--- config.mk ---
export PLATFORM = sky130hd
export DESIGN_NAME = mux_sched_flat
export DESIGN_NICKNAME = d
export VERILOG_FILES = /design/src/rtl/mux_sched_if.sv /design/src/rtl/mux_sched.sv /design/src/flat_wrapper.sv
export SDC_FILE = /design/constraint.sdc
export NUM_CORES = 1
export LEC_CHECK = 0
export CAP_MARGIN = 20
export CORE_ASPECT_RATIO = 1.75
export CORE_UTILIZATION = 35
export DETAILED_ROUTE_END_ITERATION = 12
export HOLD_SLACK_MARGIN = 0.15
export PLACE_DENSITY = 0.74
export SLEW_MARGIN = 20
export SYNTH_ARGS = -nofsm -noshare
export SYNTH_HDL_FRONTEND = slang
export SYNTH_SLANG_ARGS = --single-unit
--- constraint.sdc ---
create_clock -name clk -period 2.6 [get_ports clk]
set_clock_uncertainty 0.05 [all_clocks]
set_input_delay 0.52 -clock clk [delete_from_list [all_inputs] [get_ports clk]]
set_output_delay 0.52 -clock clk [all_outputs]
set_load 0.01 [all_outputs]
--- src/rtl/mux_sched_if.sv ---
`default_nettype none
// +----------------------------------------------------------------------+
// | Module      : mux_sched_if                                           |
// | Description : Producer/consumer bundle for the N:1 channel mux.      |
// |               master = environment side, slave = mux side.           |
// | Revision    : 1.0 - initial release                                  |
// +----------------------------------------------------------------------+
interface mux_sched_if #(
  parameter int WIDTH = 8,
  parameter int N     = 4,
  parameter int SELW  = 2
) ();
  logic [N*WIDTH-1:0] a;     // channel data, channel i at [i*WIDTH +: WIDTH]
  logic [N-1:0]       av;    // channel valid
  logic [N-1:0]       ar;    // channel ready, one-hot or zero
  logic [SELW-1:0]    s;     // manual select
  logic               mode;  // 0 = manual, 1 = round-robin
  logic [WIDTH-1:0]   y;     // registered output data
  logic               yv;    // output valid
  logic               yr;    // consumer ready
  logic [SELW-1:0]    ch;    // channel that produced y

  modport master (
    output a, av, s, mode, yr,
    input  ar, y, yv, ch
  );

  modport slave (
    input  a, av, s, mode, yr,
    output ar, y, yv, ch
  );
endinterface
`default_nettype wire

--- src/rtl/mux_sched.sv ---
`default_nettype none
// +----------------------------------------------------------------------+
// | Module      : mux_sched                                              |
// | Description : Registered N:1 valid/ready channel mux with manual     |
// |               select or round-robin scheduling, one output entry.    |
// | Revision    : 1.0 - initial release                                  |
// +----------------------------------------------------------------------+
module mux_sched #(
  parameter int WIDTH = 8,
  parameter int N     = 4,
  parameter int SELW  = 2
) (
  input  wire logic     clk,
  input  wire logic     rst,
  mux_sched_if.slave    bus_if
);

  localparam logic [SELW-1:0] c_LAST = SELW'(N - 1);

  // Output entry and round-robin pointer
  logic [WIDTH-1:0] y_q, y_d;
  logic [SELW-1:0]  ch_q, ch_d;
  logic             yv_q, yv_d;
  logic [SELW-1:0]  p_q, p_d;

  // Grant logic
  logic             w_le;
  logic             w_s_av;
  logic             w_hit_hi, w_hit_lo;
  logic [SELW-1:0]  w_idx_hi, w_idx_lo;
  logic             w_gnt_vld;
  logic [SELW-1:0]  w_gnt;
  logic [WIDTH-1:0] w_gnt_data;
  logic             w_xfer;

  // The entry can take a new word when empty or when its word leaves now.
  assign w_le = !yv_q | bus_if.yr;

  // Manual mode: valid of the selected channel; an out-of-range select
  // matches no channel and so never grants.
  always_comb begin
    w_s_av = 1'b0;
    for (int i = 0; i < N; i++) begin
      if (SELW'(i) == bus_if.s) w_s_av = bus_if.av[i];
    end
  end

  // Round-robin: first requester at or above p, otherwise first requester
  // overall (which then necessarily lies below p, giving the wrap).
  always_comb begin
    w_hit_hi = 1'b0;
    w_idx_hi = '0;
    w_hit_lo = 1'b0;
    w_idx_lo = '0;
    for (int i = 0; i < N; i++) begin
      if (!w_hit_hi && bus_if.av[i] && (SELW'(i) >= p_q)) begin
        w_hit_hi = 1'b1;
        w_idx_hi = SELW'(i);
      end
      if (!w_hit_lo && bus_if.av[i]) begin
        w_hit_lo = 1'b1;
        w_idx_lo = SELW'(i);
      end
    end
  end

  assign w_gnt_vld = bus_if.mode ? (w_hit_hi | w_hit_lo) : w_s_av;
  assign w_gnt     = bus_if.mode ? (w_hit_hi ? w_idx_hi : w_idx_lo) : bus_if.s;

  // Reset blocks any transfer, so ready is withheld while it is asserted.
  assign w_xfer = w_gnt_vld & w_le & !rst;

  // Data of the granted channel
  always_comb begin
    w_gnt_data = '0;
    for (int i = 0; i < N; i++) begin
      if (SELW'(i) == w_gnt) w_gnt_data = bus_if.a[i*WIDTH +: WIDTH];
    end
  end

  generate
    for (genvar gi = 0; gi < N; gi++) begin : g_ar
      assign bus_if.ar[gi] = w_xfer & (w_gnt == SELW'(gi));
    end
  endgenerate

  // Next-state for the output entry and the pointer
  always_comb begin
    y_d  = y_q;
    ch_d = ch_q;
    yv_d = yv_q;
    p_d  = p_q;
    if (w_xfer) begin
      y_d  = w_gnt_data;
      ch_d = w_gnt;
      yv_d = 1'b1;
      if (bus_if.mode) p_d = (w_gnt == c_LAST) ? '0 : w_gnt + SELW'(1);
    end else if (yv_q && bus_if.yr) begin
      yv_d = 1'b0;
    end
  end

  // State registers; reset discards any held word and any same-cycle load
  always_ff @(posedge clk) begin
    if (rst) begin
      y_q  <= '0;
      ch_q <= '0;
      yv_q <= 1'b0;
      p_q  <= '0;
    end else begin
      y_q  <= y_d;
      ch_q <= ch_d;
      yv_q <= yv_d;
      p_q  <= p_d;
    end
  end

  assign bus_if.y  = y_q;
  assign bus_if.ch = ch_q;
  assign bus_if.yv = yv_q;

endmodule
`default_nettype wire

--- src/flat_wrapper.sv ---
// flat-port wrapper written by rule: the top's interface ports become plain ports
module mux_sched_flat 
#(
  parameter int WIDTH = 8,
  parameter int N     = 4,
  parameter int SELW  = 2
)
  (clk, rst, bus_if_a, bus_if_av, bus_if_s, bus_if_mode, bus_if_yr, bus_if_ar, bus_if_y, bus_if_yv, bus_if_ch);
  mux_sched_if #(.WIDTH(WIDTH), .N(N), .SELW(SELW)) bus_if_i ();
  input  wire logic clk;
  input  wire logic rst;
  input wire logic [$bits(bus_if_i.a)-1:0] bus_if_a;
  input wire logic [$bits(bus_if_i.av)-1:0] bus_if_av;
  input wire logic [$bits(bus_if_i.s)-1:0] bus_if_s;
  input wire logic [$bits(bus_if_i.mode)-1:0] bus_if_mode;
  input wire logic [$bits(bus_if_i.yr)-1:0] bus_if_yr;
  output wire logic [$bits(bus_if_i.ar)-1:0] bus_if_ar;
  output wire logic [$bits(bus_if_i.y)-1:0] bus_if_y;
  output wire logic [$bits(bus_if_i.yv)-1:0] bus_if_yv;
  output wire logic [$bits(bus_if_i.ch)-1:0] bus_if_ch;
  assign bus_if_i.a = bus_if_a;
  assign bus_if_i.av = bus_if_av;
  assign bus_if_i.s = bus_if_s;
  assign bus_if_i.mode = bus_if_mode;
  assign bus_if_i.yr = bus_if_yr;
  assign bus_if_ar = bus_if_i.ar;
  assign bus_if_y = bus_if_i.y;
  assign bus_if_yv = bus_if_i.yv;
  assign bus_if_ch = bus_if_i.ch;
  mux_sched #(.WIDTH(WIDTH), .N(N), .SELW(SELW)) u_core (.clk(clk), .rst(rst), .bus_if(bus_if_i));
endmodule
# Word level (Yosys, flattened, before mapping)
# Index checks and enable logic that the tools add are counted.
[word_totals]
reg_bits = 13
word_cells = 77
[op_classes]
n_eq_ne = 9
n_mux = 28
n_reduce_logical = 23
add_sub_neg = 1
n_bitwise = 8
n_lt_le_gt_ge = 4
[ops]
columns = ["cell", "n"]
rows = [
  ["$mux W8", 4],
  ["$mux W1", 17],
  ["$mux W2", 7],
  ["$logic_and A1 B1 Y1", 11],
  ["$eq A2 B2 Y1 const A", 4],
  ["$logic_not A1 Y1", 8],
  ["$and A1 B1 Y1", 6],
  ["$eq A1 B2 Y1 const A", 2],
  ["$eq A2 B2 Y1 const B", 2],
  ["$ge A1 B2 Y1 const A", 2],
  ["$ge A2 B2 Y1 const A", 2],
  ["$logic_not A2 Y1", 2],
  ["$add A2 B1 Y2 const B", 1],
  ["$eq A2 B1 Y1 const B", 1],
  ["$or A1 B1 Y1", 2],
  ["$reduce_and A2 Y1", 1],
  ["$reduce_bool A2 Y1", 1],
]

# Depth between registers and ports, before layout
# Gate-level depths: netlist of the first run.
[logic_depth]
word_depth = 22
depth_mapped = 11

# Worst setup path before layout of the first run
# OpenSTA, ideal clock, no wires.
[synth_path]
path_kind = "input to output"
start = "input bus_if_av[1]"
end = "output bus_if_ar[2]"
setup_slack_ns = 0.044
t_arrival_ns = 1.986
required_ns = 2.030
path_stages = 8
path_cell_list = "nand2b_1 o221ai_1 a31oi_1 a21oi_1 ha_1 clkbuf_1 clkbuf_1 and3_1"
[synth_via]
elab_chain_len = 16
[synth_rtl]
columns = ["item", "line_no", "rtl"]
rows = [
  ["start, declared", "flat_wrapper.sv:13", "input wire logic [$bits(bus_if_i.av)-1:0] bus_if_av;"],
  ["$logic_and A1 B1 Y1 (2 in a row)", "mux_sched.sv:56", "if (!w_hit_hi && bus_if.av[i] && (SELW'(i) >= p_q)) begin"],
  ["$mux W1", "mux_sched.sv:56", ""],
  ["$logic_not A1 Y1", "mux_sched.sv:56", ""],
  ["$logic_and A1 B1 Y1 (2 in a row)", "mux_sched.sv:56", ""],
  ["$mux W1", "mux_sched.sv:56", ""],
  ["$logic_not A1 Y1", "mux_sched.sv:56", ""],
  ["$logic_and A1 B1 Y1 (2 in a row)", "mux_sched.sv:56", ""],
  ["$mux W1", "mux_sched.sv:56", ""],
  ["$or A1 B1 Y1", "mux_sched.sv:67", "assign w_gnt_vld = bus_if.mode ? (w_hit_hi | w_hit_lo) : w_s_av;"],
  ["$mux W1", "mux_sched.sv:67", ""],
  ["$and A1 B1 Y1 (2 in a row)", "mux_sched.sv:71", "assign w_xfer = w_gnt_vld & w_le & !rst;"],
  ["$and A1 B1 Y1 *", "mux_sched.sv:83", "assign bus_if.ar[gi] = w_xfer & (w_gnt == SELW'(gi));"],
  ["end, declared", "flat_wrapper.sv:17", "output wire logic [$bits(bus_if_i.ar)-1:0] bus_if_ar;"],
]
# Mark *: on every way between the ends. The rest lies on a longest branch, timed or not.

# Worst setup path after layout of the first run
[layout_path]
start = "input bus_if_s[1]"
end = "output bus_if_ar[3]"
[layout_rtl]
columns = ["item", "line_no", "rtl"]
rows = [
  ["start, declared", "flat_wrapper.sv:14", "input wire logic [$bits(bus_if_i.s)-1:0] bus_if_s;"],
  ["$mux W2", "mux_sched.sv:68", "assign w_gnt = bus_if.mode ? (w_hit_hi ? w_idx_hi : w_idx_lo) : bus_if.s;"],
  ["net u_core.w_gnt[1]", "mux_sched.sv:32", "logic [SELW-1:0] w_gnt;"],
  ["$eq A2 B2 Y1", "mux_sched.sv:83", ""],
  ["$and A1 B1 Y1", "mux_sched.sv:83", ""],
]
# The timed path passes the listed nets, and every way through them passes these cells.

==> results.md, run 1 <==
* Outcome: complete, no violations
* RSZ-0062 raised after global routing: true
* Post-synth EDFFs at 0
* Seq/Total Area, Yosys at 25.4%
* Clk slew on worst S/H paths at 60 ps
* DR vias/cell at 5.53
* Ys flop type: dfxtp_1
* Tcrit/Tclk final at 99.9%
* Die H at 73.6 um
* Clock root buffer: clkbuf_8
* Met1 Use GR at 23.5%
* Rows at 25
* Clock buffer depth at 2
* Final wirelength at 3.78 mm
* Setup TNS Final at 0 ps
* Critical Path AT at 2030 ps
* Starting Density at 37.2%
* CTS Hold Bufs at 0
* Worst EP required at 2030 ps
* Post-Syn Nets at 183
* Leakage power figure at 0.826 nW
* Synth unique cells at 29
* Post-DR wirelength/cell at 15.4 um
* P&R area growth vs syn at 91.1%
* Normalized max-slew margin at 75.8%
* I/O pins at 57
* FF-to-FF Start: u_core.p_q[1]
* M3 GR Usage at 3.69%
* Crit-path max FO at 3
* Pwr dens at 403 nW/um^2
* Utilization after layout at 71.1%
* Via count at 1356
* Antenna Nets Post-Route at 0
* CP startpoint: bus_if_s[1]
* Post-DP HPWL at 2.66 mm
* Final Hold Fails at 0
* Clock sinks at 13
* Port Buffer Count at 56
* Number of global-route vias before repair at 1274
* Share of layout cells above drive strength 1 at 29.4%
* Clock H-tree levels at 1
* Setup Crit Path Kind: primary input to output port
* Measured slew at the worst slew-check pin at 363 ps
* Nets at 265
* Mapped Cells at 137
* Pin count of the biggest net entering global routing at 17
* Die Area at 3160 um^2
* GR peak layer: met2
* FF+latch count, synth at 13
* Post-Syn Area at 1020 um^2
* Initial antenna violation count at 0
* Final Max Slew Viols at 0
* Die width at 42.9 um
* Maxcap violations at 0
* Num CTS Buffers at 3
* Synth Warn # at 0
* Commonest non-fill, non-tap cell in the layout: clkdlybuf4s50_1
* Clock Latency Late Sink at 250 ps
* Post-synth ARST share at 0%
* First-pass iteration count of the detailed router at 4
* Maximum vdd drop at 270 uV
* Hold Worst Slack at 476 ps
* Iteration-0 DRC Markers at 36
* Aggregate global-route resource usage at 22.8%
* Leading cell types in the layout, fill and taps excluded: clkdlybuf4s50_1, buf_4, a21oi_1, dfxtp_1
* Worst Setup End Kind: output port
* Layout fillers at 219
* Critical Path Source Type: primary input
* Drt drc at 0
* Min-delay src: u_core.bus_if.y[3]
* GR Overflow Total at 0
* GRT met2 Usage at 42.3%
* Routability cong. at 0.859
* First-pass GRT wire length at 5.49 mm
* Diodes inserted at 0
* Core area at 2750 um^2
* Syn_area_per_cell at 7.48 um^2
* Final setup vio count at 0
* Hold Crit Class: flip-flop to flip-flop
* Clock period minus worst slack at 2600 ps
* CTS tree: built
* Fmax at 0.385 GHz
sequential cells by signal, summed over array words and instances, names as in the netlist:
name / flops
u_core.bus_if.ch: 2
u_core.bus_if.y: 8
u_core.bus_if.yv: 1
u_core.p_q: 2
power breakdown:
group	internal, mW	switching [mW]
logic	0.205	0.163
clock network	0.109	0.0787
registers	0.220	0.0147
total	0.533	0.256
layout make-up:
type / count / area [um^2] / share of cell area [%]
repair buffers: 88 / 801 / 40.9
multi-input cells: 102 / 776 / 39.6
flip-flops and latches: 13 / 262 / 13.4
clock buffers: 4 / 45.0 / 2.30
inverters: 11 / 41.3 / 2.11
well taps: 27 / 33.8 / 1.73
repair_timing:
item | 4_1_cts | 5_1_grt
pin swaps | 5 | 6
buffers inserted | 5 | 3
gates resized for setup | 31 | 16
hold endpoints to repair | 0 | 0
setup endpoints to repair | 9 | 4
layer usage:
metal,vias up,share of wire [%]
li1,663,-
met1,626,37
met2,57,55
met3,10,4.9
met4,0,3.0
met5,-,0
cell families (layout without fill, tap and decap cells):
kind of cell | after synthesis | in the layout | share of synthesized area, %
compound gates | 67 | 67 | 42.0
simple gates | 27 | 27 | 14.3
buf+inv | 22 | 103 | 9.52
flops | 13 | 13 | 25.4
fa+ha+maj | 4 | 4 | 4.88
mux | 4 | 4 | 3.91
metrics by stage:
| step | area, um^2 | cells | power (mW) | setup WS [ps] |
|---|---|---|---|---|
| after global placement | 1760 | 233 | 0.553 | -614 |
| final | 1960 | 245 | 0.790 | 3.27 |
| after detailed placement | 1760 | 233 | 0.560 | -688 |
| after CTS | 1890 | 242 | 0.763 | -5.30 |
| after floorplan | 1020 | 137 | 0.384 | 43.5 |
| after global routing | 1960 | 245 | 0.830 | -64.1 |
synth_stat cells (all sizes together), types with 2 or more instances:
cell type / number / area share (%)
buf: 4 / 2.9
a31oi: 2 / 1.2
nor2b: 4 / 2.4
inv: 11 / 4.0
nor2: 4 / 1.5
a311oi: 2 / 1.7
mux2i: 4 / 3.9
ha: 4 / 4.9
dfxtp: 13 / 25
clkbuf: 7 / 2.6
a211oi: 10 / 8.5
nand2: 11 / 4.0
a21oi: 29 / 14
and3: 4 / 2.4
o21ai: 8 / 3.9
nor4: 2 / 2.7
o21bai: 3 / 2.2
a22oi: 9 / 7.1
worst paths after layout:
path,depth (start not counted),to,slack [ps]
worst min register to register,2,u_core.bus_if.y[3],480
worst min-delay path,2,u_core.bus_if.y[3],480
worst max register to register,13,u_core.bus_if.y[5],290
worst max-delay path,8,bus_if_ar[3],3
worst max-delay path: stages:
cell and delay (ps):
clkdlybuf4s50_1 440, nor2b_4 150, a31oi_2 170, buf_4 160, inv_2 40, ha_2 180
and3_1 140, clkdlybuf4s15_2 220
(Power assumes the default switching activity.)
==> inputs of run 2 (changes only) <==
CORE_UTILIZATION = 38   (was 35)
CTS_BUF_LIST = sky130_fd_sc_hd__clkbuf_8 sky130_fd_sc_hd__clkbuf_16   (was unset)
PLACE_DENSITY = 0.79   (was 0.74)
==> results.md, run 2 (synthesis gave the netlist of run 1 again) <==
* Outcome: complete, no violations (unchanged)
* Hold Crit Class: flip-flop to flip-flop (unchanged)
* Leading cell types in the layout, fill and taps excluded: clkdlybuf4s50_1, a21oi_1, buf_4, inv_1, dfxtp_1 (was clkdlybuf4s50_1, buf_4, a21oi_1, dfxtp_1)
* Worst path depth at 8 (unchanged)
* Diodes inserted at 0 (unchanged)
* Aggregate global-route resource usage at 26.0% (was 22.8%)
* First-pass iteration count of the detailed router at 4 (unchanged)
* Tcrit/Tclk final at 98.2% (was 99.9%)
* GR Overflow Total at 0 (unchanged)
* Die H at 70.7 um (was 73.6 um)
* Final setup vio count at 0 (unchanged)
* Clock sinks at 13 (unchanged)
* Initial antenna violation count at 0 (unchanged)
* CP top delay family: buffers and inverters (unchanged)
* Final Hold Fails at 0 (unchanged)
* Uppermost routed layer: met4 (unchanged)
* Nets at 258 (was 265)
* Routability cong. at 0.792 (was 0.859)
* Reg2Reg Depth at 11 (was 13)
* Maximum vdd drop at 254 uV (was 270 uV)
* Post-Layout Cell Count at 237 (was 245)
* Maxcap violations at 0 (unchanged)
* CTS tree: built (unchanged)
* Drt drc at 0 (unchanged)
* Pin count of the biggest net entering global routing at 17 (unchanged)
* Hold Worst Slack at 484 ps (was 476 ps)
* P&R area growth vs syn at 75.9% (was 91.1%)
* Setup Crit Path Kind: primary input to output port (unchanged)
* Clock period minus worst slack at 2550 ps (was 2600 ps)
* Max FFs per register at 8 (unchanged)
* Routed met1 length at 1.30 mm (was 1.41 mm)
* Met3 wire length at 159 um (was 184 um)
* Post-DR wirelength/cell at 14.7 um (was 15.4 um)
* Met2 Wirelength at 1.92 mm (was 2.08 mm)
* Worst Setup End Kind: output port (unchanged)
* Critical Path Source Type: primary input (unchanged)
* First-pass GRT wire length at 5.33 mm (was 5.49 mm)
* Pwr dens at 410 nW/um^2 (was 403 nW/um^2)
* Die Area at 2920 um^2 (was 3160 um^2)
* RSZ-0062 raised after global routing: true (unchanged)
* Clock Latency Late Sink at 250 ps (about the same)
* Starting Density at 40.6% (was 37.2%)
* Normalized max-slew margin at 75.1% (was 75.8%)
* Placed cells at 227 (was 233)
* Critical Path AT at 1980 ps (was 2030 ps)
* Buffer and inverter count on the worst path at 4 (unchanged)
* Die width at 41.3 um (was 42.9 um)
* Clock root buffer: clkbuf_8 (unchanged)
* Iteration-0 DRC Markers at 21 (was 36)
* Clock H-tree levels at 1 (unchanged)
* I/O pins at 57 (unchanged)
* CTS Hold Bufs at 0 (unchanged)
* Num CTS Buffers at 3 (unchanged)
* Final Max Slew Viols at 0 (unchanged)
* Antenna Nets Post-Route at 0 (unchanged)
* Commonest non-fill, non-tap cell in the layout: clkdlybuf4s50_1 (unchanged)
* Crit-path max FO at 4 (was 3)
* Worst EP required at 2030 ps (about the same)
* Post-DP HPWL at 2.64 mm (was 2.66 mm)
* DR vias/cell at 5.54 (was 5.53)
* Max stage delay on crit path at 280 ps (was 440 ps)
* Clk slew on worst S/H paths at 60 ps (about the same)
* Share of layout cells above drive strength 1 at 22.3% (was 29.4%)
* Clock buffer depth at 2 (unchanged)
* Port Buffer Count at 56 (unchanged)
* Setup TNS Final at 0 ps (unchanged)
* Rows at 24 (was 25)
* Crit-path cells: dlygate4sd2_1, buf_4, o21bai_1, a31oi_1, buf_4, ha_1, and3_1, dlygate4sd2_1 (was clkdlybuf4s50_1, nor2b_4, a31oi_2, buf_4, inv_2, ha_2, and3_1, clkdlybuf4s15_2)
* Fmax at 0.392 GHz (was 0.385 GHz)
* Core area at 2520 um^2 (was 2750 um^2)
* Crit-path slowest cell: dlygate4sd2_1 (was clkdlybuf4s50_1)
* Final wirelength at 3.47 mm (was 3.78 mm)
* Via count at 1312 (was 1356)
* Number of global-route vias before repair at 1289 (was 1274)
* Hold path depth at 2 (unchanged)
* Leakage power figure at 0.777 nW (was 0.826 nW)
* Measured slew at the worst slew-check pin at 372 ps (was 363 ps)
run 2: worst paths after layout:
path                         to          startpoint  slack (ps)
max reg2reg  u_core.bus_if.y[2]       u_core.p_q[1]         360
max                bus_if_ar[0]        bus_if_av[1]          50
min reg2reg  u_core.bus_if.y[3]  u_core.bus_if.y[3]         480
min          u_core.bus_if.y[3]  u_core.bus_if.y[3]         480
run 2: what timing repair did:
action,4_1_cts,5_1_grt
setup endpoints to repair,4,4
pin swaps,7,3
gates resized for setup,24,9
setup buffers,5,1
run 2: through the flow:
stage / power [mW] / util, % / cell area [um^2] / worst slack (ps)
floorplan: 0.384 / - / 1020 / 43.5
global placement: 0.537 / 67.6 / 1700 / -562
detailed placement: 0.547 / 67.6 / 1700 / -614
CTS: 0.735 / 71.2 / 1800 / 16.2
global route: 0.784 / 71.5 / 1800 / -22.7
finish: 0.739 / 71.5 / 1800 / 47.8
run 2: report_power, final:
group | internal, mW | switching [mW] | leakage (nW)
combinational | 0.180 | 0.148 | 0.642
sequential | 0.220 | 0.0135 | 0.108
clock | 0.104 | 0.0731 | 0.0269
run 2: worst register-to-register path: stages, from the launching register on:
cell	delay [ps]
dfxtp_2	380
mux2i_1	250
o221ai_2	130
a31oi_2	210
a21oi_2	70
buf_4	140
ha_1	200
buf_4	190
a21oi_1	120
o21ai_0	90
a22oi_1	170
a211oi_1	100
run 2: layer usage:
layer | up-vias | global-route usage [%]
met1 | 598 | 25.4
met4 | 0 | 11.5
met3 | 9 | 2.51
li1 | 650 | -
met5 | - | 0
met2 | 55 | 48.4
run 2: layout make-up:
cell class	count	area [um^2]
timing repair buffer	81	719
fill	212	719
multi-input combinational	102	703
sequential	13	262
clock buffer	3	41.3
inverter	11	41.3
tap	26	32.5
clock inverter	1	3.75
==> inputs of run 3 (changes only) <==
CTS_CLUSTER_SIZE = 10   (was unset)
REMOVE_ABC_BUFFERS = 1   (was unset)
==> results.md, run 3 (synthesis gave the netlist of run 1 again) <==
* Initial antenna violation count at 0 (unchanged)
* Clock root buffer: clkbuf_8 (unchanged)
* Port Buffer Count at 56 (unchanged)
* Clock H-tree levels at 1 (unchanged)
* Tcrit/Tclk final at 98.3% (was 98.2%)
* Final Max Slew Viols at 0 (unchanged)
* Starting Density at 40.6% (unchanged)
* Crit-path cells: clkdlybuf4s50_1, nor2b_4, a31oi_1, buf_4, inv_2, ha_4, and3_1, clkdlybuf4s15_2 (was dlygate4sd2_1, buf_4, o21bai_1, a31oi_1, buf_4, ha_1, and3_1, dlygate4sd2_1)
* Clock buffer depth at 2 (unchanged)
* Maximum vdd drop at 348 uV (was 254 uV)
* Nets at 258 (unchanged)
* Routability cong. at 0.762 (was 0.792)
* Leakage power figure at 0.786 nW (was 0.777 nW)
* I/O pins at 57 (unchanged)
* Clock sinks at 13 (unchanged)
* Crit-path slowest cell: clkdlybuf4s50_1 (was dlygate4sd2_1)
* Commonest non-fill, non-tap cell in the layout: clkdlybuf4s50_1 (unchanged)
* Pwr dens at 405 nW/um^2 (was 410 nW/um^2)
* Die H at 70.7 um (unchanged)
* Post-Layout Cell Count at 237 (unchanged)
* Clk slew on worst S/H paths at 50 ps (was 60 ps)
* Diodes inserted at 0 (unchanged)
* FF-to-FF Start: u_core.p_q[1] (unchanged)
* P&R area growth vs syn at 83.2% (was 75.9%)
* Critical Path Source Type: primary input (unchanged)
* Measured slew at the worst slew-check pin at 347 ps (was 372 ps)
* Worst Setup End Kind: output port (unchanged)
* Share of layout cells above drive strength 1 at 28.4% (was 22.3%)
* Number of global-route vias before repair at 1238 (was 1289)
* Fmax at 0.391 GHz (was 0.392 GHz)
* Normalized max-slew margin at 76.8% (was 75.1%)
* Max stage delay on crit path at 430 ps (was 280 ps)
* Post-DP HPWL at 2.70 mm (was 2.64 mm)
* Drt drc at 0 (unchanged)
* Maxcap violations at 0 (unchanged)
* First-pass GRT wire length at 5.18 mm (was 5.33 mm)
* Worst EP required at 2030 ps (about the same)
* Leading cell types in the layout, fill and taps excluded: clkdlybuf4s50_1, a21oi_1, buf_4, dfxtp_1 (was clkdlybuf4s50_1, a21oi_1, buf_4, inv_1, dfxtp_1)
* DR vias/cell at 5.77 (was 5.54)
* Post-DR wirelength/cell at 15.3 um (was 14.7 um)
* Clock Latency Late Sink at 240 ps (was 250 ps)
* GR Overflow Total at 0 (unchanged)
* Hold Crit Class: flip-flop to flip-flop (unchanged)
* Setup Crit Path Kind: primary input to output port (unchanged)
* Rows at 24 (unchanged)
* Core area at 2520 um^2 (unchanged)
* Via count at 1367 (was 1312)
* CP startpoint: bus_if_s[1] (was bus_if_av[1])
* Min-delay src: u_core.bus_if.y[4] (was u_core.bus_if.y[3])
* First-pass iteration count of the detailed router at 4 (unchanged)
* CTS tree: built (unchanged)
* Die width at 41.3 um (unchanged)
* Num CTS Buffers at 3 (unchanged)
* Clock period minus worst slack at 2560 ps (was 2550 ps)
* Iteration-0 DRC Markers at 37 (was 21)
* Die Area at 2920 um^2 (unchanged)
* Critical Path AT at 1990 ps (was 1980 ps)
* Aggregate global-route resource usage at 24.8% (was 26.0%)
* Outcome: complete, no violations (unchanged)
* Crit-path max FO at 4 (unchanged)
* Max FFs per register at 8 (unchanged)
* Antenna Nets Post-Route at 0 (unchanged)
* Utilization after layout at 74.4% (was 71.5%)
* Final wirelength at 3.62 mm (was 3.47 mm)
* Final setup vio count at 0 (unchanged)
* Pin count of the biggest net entering global routing at 17 (unchanged)
* Final Hold Fails at 0 (unchanged)
* Placed cells at 228 (was 227)
## run 3: cell count changes in the layout (fill, tap and decap cells not counted), moves of 2 or more
cell / delta
clkbuf_2: +2
dlygate4sd2_1: -4
ha_1: -3
ha_2: +2
inv_1: -2
o21bai_4: +2
## run 3: worst paths after layout
path | depth (start not counted) | end | slack (ps)
min | 2 | u_core.bus_if.y[4] | 480
max | 8 | bus_if_ar[3] | 40
min reg2reg | 2 | u_core.bus_if.y[4] | 480
max reg2reg | 11 | u_core.bus_if.y[3] | 330
## run 3: per-stage QoR
step,area [um^2],setup slack (ps),power (mW),hold WS [ps],TNS (ps)
after floorplan,968,256,0.373,457,0
after CTS,1830,-43.4,0.742,481,-82.4
after global placement,1710,-569,0.538,461,-3720
after global routing,1880,-11.3,0.801,500,-19.3
after detailed placement,1710,-698,0.551,475,-4860
final,1880,43.6,0.759,481,0
## run 3: worst max-delay path, delay by kind of cell
kind,cells,cell delay (ps)
simple gates,2,270
fa+ha+maj,1,150
compound gates,1,180
buf+inv,4,860
## run 3: area by class of cell
| class | instances | area (um^2) |
|---|---|---|
| multi-input cells | 102 | 773 |
| repair buffers | 81 | 719 |
| fillers | 202 | 646 |
| flip-flops and latches | 13 | 264 |
| clock buffers | 3 | 41.3 |
| inverters | 11 | 41.3 |
| well taps | 26 | 32.5 |
| clock inverters | 1 | 5.00 |
## run 3: layer usage
metal  part of all wire (%)  routed length, um  global-route usage (%)  vias up
met5                      0                  0                       0        -
met4                    2.0                 72                    8.96        0
met3                    5.8                210                    4.70        6
met2                     56               2020                    44.1       59
met1                     36               1320                    26.4      649
li1                       -                  -                       -      653
## run 3: what timing repair did
| action | 4_1_cts | 5_1_grt |
|---|---|---|
| hold buffers | 0 | 0 |
| setup buffers | 2 | 3 |
| setup endpoints to repair | 12 | 4 |
| pin swaps | 3 | 2 |
| gates resized for setup | 30 | 24 |
## run 3: power breakdown
group / switching, mW / total, mW / internal (mW) / leakage, nW
combinational: 0.159 / 0.349 / 0.190 / 0.652
sequential: 0.0144 / 0.234 / 0.219 / 0.108
clock: 0.0711 / 0.177 / 0.106 / 0.0255
total: 0.244 / 0.759 / 0.515 / 0.786
==> RTL change 1: new RTL, config.mk and constraints of run 1 <==
`WIDTH` is set to 8 in 3 places; all go to 10.
--- a/src/rtl/mux_sched_if.sv
+++ b/src/rtl/mux_sched_if.sv
@@ -7,5 +7,5 @@
 // +----------------------------------------------------------------------+
 interface mux_sched_if #(
-  parameter int WIDTH = 8,
+  parameter int WIDTH = 10,
   parameter int N     = 4,
   parameter int SELW  = 2
--- a/src/rtl/mux_sched.sv
+++ b/src/rtl/mux_sched.sv
@@ -7,5 +7,5 @@
 // +----------------------------------------------------------------------+
 module mux_sched #(
-  parameter int WIDTH = 8,
+  parameter int WIDTH = 10,
   parameter int N     = 4,
   parameter int SELW  = 2
--- a/src/flat_wrapper.sv
+++ b/src/flat_wrapper.sv
@@ -2,5 +2,5 @@
 module mux_sched_flat 
 #(
-  parameter int WIDTH = 8,
+  parameter int WIDTH = 10,
   parameter int N     = 4,
   parameter int SELW  = 2
Interface: changed (resized bus_if_a and bus_if_y); port bits go from 57 to 67. The function was not compared with the original's and may differ.
==> RTL change 1 against run 1 <==
Final area rose by 7.0%. Worst setup slack improved by 0.14 ns. Synthesized area grew 12%. Wire length increased by 0.50%. Global-route usage decreased by 0.29 points. Total power increased by 20%. Register-to-register slack worse by 0.03 ns. Sequential cell count up 2. Critical endpoint unchanged.
==> RTL change 1: results (changes against run 1) <==
Run status
  – Status: finished clean (unchanged)

Layout
  – Layout area overhead: 82.9% (was 91.1%)
  – Fraction of area in multi-input gates: 0.413 (was 0.396)
  – Number of fill cells: 268 (was 219)
  – Share of layout cells above drive strength 1: 0.314 (was 0.294)
  – Seq area share: 0.143 (was 0.134)
  – Fin nets: 278 (was 265)
  – Clock-cell share: 0.0215 (was 0.0230)
  – Post-Layout Cell Count: 266 (was 245)

Clock tree
  – Sink Count: 15 (was 13)

Place
  – DP Cell Count: 257 (was 233)
  – Port bufs: 66 (was 56)
  – Hpwl dp: 2.77 mm (was 2.66 mm)

Critical path
  – Crit-path max FO: 4 (was 3)
  – Worst EP arrival: 1.89 ns (was 2.03 ns)
  – Flop2flop setup slack: 0.26 ns (was 0.29 ns)
  – R2r startpoint: u_core.p_q[0] (was u_core.p_q[1])

Synth
  – Synth area leaders: dfxtp_1, nor2b_1, a21oi_1 (was dfxtp_1, a21oi_1, a211oi_1)
  – Syn avg cell area: 8.13 sq um (was 7.48 sq um)

Global route
  – GRT met3 Usage: 0.0302 (was 0.0369)
  – Met1 Usage GRT: 0.205 (was 0.235)
  – Gr usage total: 0.225 (was 0.228)

Timing
  – Min Tclk post-route: 2.46 ns (was 2.60 ns)
  – Worst slew pin tran: 0.334 ns (was 0.363 ns)

Worst hold path
  – Hold EP: u_core.bus_if.y[0] (was u_core.bus_if.y[3])

Pwr
  – Leak Pwr: 0.843 nW (was 0.826 nW)

Drt
  – Routed wire per std cell: 14.3 um (was 15.4 um)
  – Vias: 1,336 (was 1,356)
## RTL change 1: kinds of logic after synthesis
group           Yosys count  synth area share
simple gates             57             0.269
compound gates           47             0.325
buf+inv                  16            0.0830
flops                    15             0.262
fa+ha+maj                 4            0.0437
mux                       2            0.0175
## RTL change 1: worst max-delay path, cell delays in order
cell	delay [ns]
clkdlybuf4s50_1	0.45
nor2b_1	0.04
buf_4	0.13
a31oi_4	0.13
and3_1	0.18
and2b_2	0.18
and2_1	0.12
buf_2	0.13
## RTL change 1: metrics by stage
| step | TNS (ns) | power [mW] |
|---|---|---|
| floorplan | 0 | 0.517 |
| global placement | -7.41 | 0.702 |
| detailed placement | -8.62 | 0.715 |
| CTS | 0 | 0.944 |
| global route | 0 | 1.01 |
| finish | 0 | 0.951 |
## RTL change 1: repair_timing
item | in CTS | in global routing
setup endpoints to repair | 14 | 12
pin swaps | 6 | 20
hold buffers | 0 | 0
resized for setup | 49 | 12
hold endpoints to repair | 0 | 0
cloned | 1 | 0
buffers inserted | 4 | 0
==> RTL change 2: new RTL, config.mk and constraints of run 1 <==
Without the edit above. `y_q` no longer has a reset.
--- a/src/rtl/mux_sched.sv
+++ b/src/rtl/mux_sched.sv
@@ -104,14 +104,16 @@
   always_ff @(posedge clk) begin
     if (rst) begin
-      y_q  <= '0;
       ch_q <= '0;
       yv_q <= 1'b0;
       p_q  <= '0;
     end else begin
-      y_q  <= y_d;
       ch_q <= ch_d;
       yv_q <= yv_d;
       p_q  <= p_d;
     end
+  end
+
+  always_ff @(posedge clk) begin
+    y_q <= y_d;
   end
 
Formal check against the unedited RTL: differs if rst is asserted again (counterexample within 4 cycles, from zero or initial values and one cycle with rst high); with rst held inactive, the same outputs for 10 cycles.
==> RTL change 2 against run 1 <==
Synthesized area down 9.5%. Final area down 10%. Worst setup slack better by 0.084 ns. Largest cell class unchanged. Total power down 2.2%. Count of clock-buffer cells in the layout unchanged. Core utilization down 0.70 points. Sequential cell count unchanged. Critical endpoint unchanged. Wire length down 12%.
==> RTL change 2: results (changes against run 1) <==
Run status
  – Status: finished clean (unchanged)

Synth
  – Syn avg cell area: 8.28 sq um (was 7.48 sq um)
  – Top FF cell, synth: edfxtp_1 (was dfxtp_1)
  – Synth area leaders: edfxtp_1, dfxtp_1, nand2_1 (was dfxtp_1, a21oi_1, a211oi_1)
  – Post-Syn Nets: 158 (was 183)
  – Number of synthesized flops with an enable pin: 8 (was 0)

Layout
  – Fin nets: 235 (was 265)
  – Share of layout cells above drive strength 1: 0.261 (was 0.294)

Drt
  – Routed wire per std cell: 15.5 um (was 15.4 um)
  – Vias per cell: 5.36 (was 5.53)
  – Initial DRC Count: 42 (was 36)
  – Total wire length: 3.32 mm (was 3.78 mm)

Global route
  – Vias in the first global route: 1,254 (was 1,274)
  – Gr usage total: 0.246 (was 0.228)

Pwr
  – Leak Pwr: 0.710 nW (was 0.826 nW)
  – VDD IR max: 0.000250 V (was 0.000270 V)

Place
  – Hpwl dp: 2.64 mm (was 2.66 mm)
  – Area post-placement: 1640 sq um (was 1760 sq um)
  – DP Cell Count: 207 (was 233)
  – Placement Setup Slack: -0.685 ns (was -0.688 ns)

Timing
  – Worst slew pin tran: 0.364 ns (was 0.363 ns)

Critical path
  – Worst EP arrival: 1.94 ns (was 2.03 ns)
  – Slowest CP cell: clkdlybuf4s15_2 (was clkdlybuf4s50_1)
  – Crit-path max FO: 5 (was 3)
  – CP max stage delay: 0.24 ns (was 0.44 ns)
RTL change 2: cell count changes in the layout (fill, tap and decap cells not counted), sizes merged, moves of 4 or more:
cell | before | now
dfxtp | 13 | 5
nand2 | 11 | 18
mux2i | 4 | 0
buf | 33 | 21
a21oi | 29 | 14
and3 | 4 | 0
a211oi | 10 | 0
and2 | 1 | 6
inv | 11 | 6
nor2 | 4 | 9
edfxtp | 0 | 8
RTL change 2: layer usage:
metal,wire length (um),up-vias,track usage
met1,1050,509,0.200
met3,290,15,0.0476
met4,134,0,0.137
met5,0,-,0
li1,-,556,-
met2,1840,68,0.462
RTL change 2: power by group:
part / internal (mW) / total (mW) / switching (mW) / leakage, nW
registers: 0.250 / 0.259 / 0.00824 / 0.119
logic: 0.182 / 0.330 / 0.148 / 0.568
clock network: 0.108 / 0.183 / 0.0751 / 0.0228
total: 0.541 / 0.772 / 0.231 / 0.710
RTL change 2: what timing repair did:
item                       in CTS  in global routing
pin swaps                       7                  2
setup endpoints to repair      12                 11
setup buffers                   2                  1
gates resized for setup        35                  7
RTL change 2: cells by family after synthesis:
logic type,share of synthesized area
AO/OA/AOI/OAI,0.300
adder cells (fa/ha/maj),0.0540
buffers and inverters,0.0445
flip-flops,0.367
multiplexers,0.0121
AND/OR/NAND/NOR,0.223
RTL change 2: final timing paths:
| check | from | slack [ns] | depth (start not counted) | endpoint |
|---|---|---|---|---|
| worst max-delay path | bus_if_av[2] | 0.09 | 8 | bus_if_ar[3] |
| worst min-delay path | u_core.bus_if.ch[1] | 0.47 | 2 | u_core.bus_if.ch[1] |
| worst max register to register | u_core.p_q[1] | 0.30 | 12 | u_core.bus_if.y[2] |
| worst min register to register | u_core.bus_if.ch[1] | 0.47 | 2 | u_core.bus_if.ch[1] |
RTL change 2: area by class of cell:
| type | count | area (sq um) | share of cell area |
|---|---|---|---|
| repair buffers | 77 | 701 | 0.399 |
| multi-input cells | 88 | 614 | 0.350 |
| flip-flops and latches | 13 | 340 | 0.194 |
| clock buffers | 4 | 45.0 | 0.0257 |
| well taps | 26 | 32.5 | 0.0185 |
| inverters | 6 | 22.5 | 0.0128 |
RTL change 2: critical path: cells and delay by family:
family	cells	cell delay, ns
simple gates	2	0.25
buf+inv	2	0.46
compound gates	3	0.50
fa+ha+maj	1	0.20
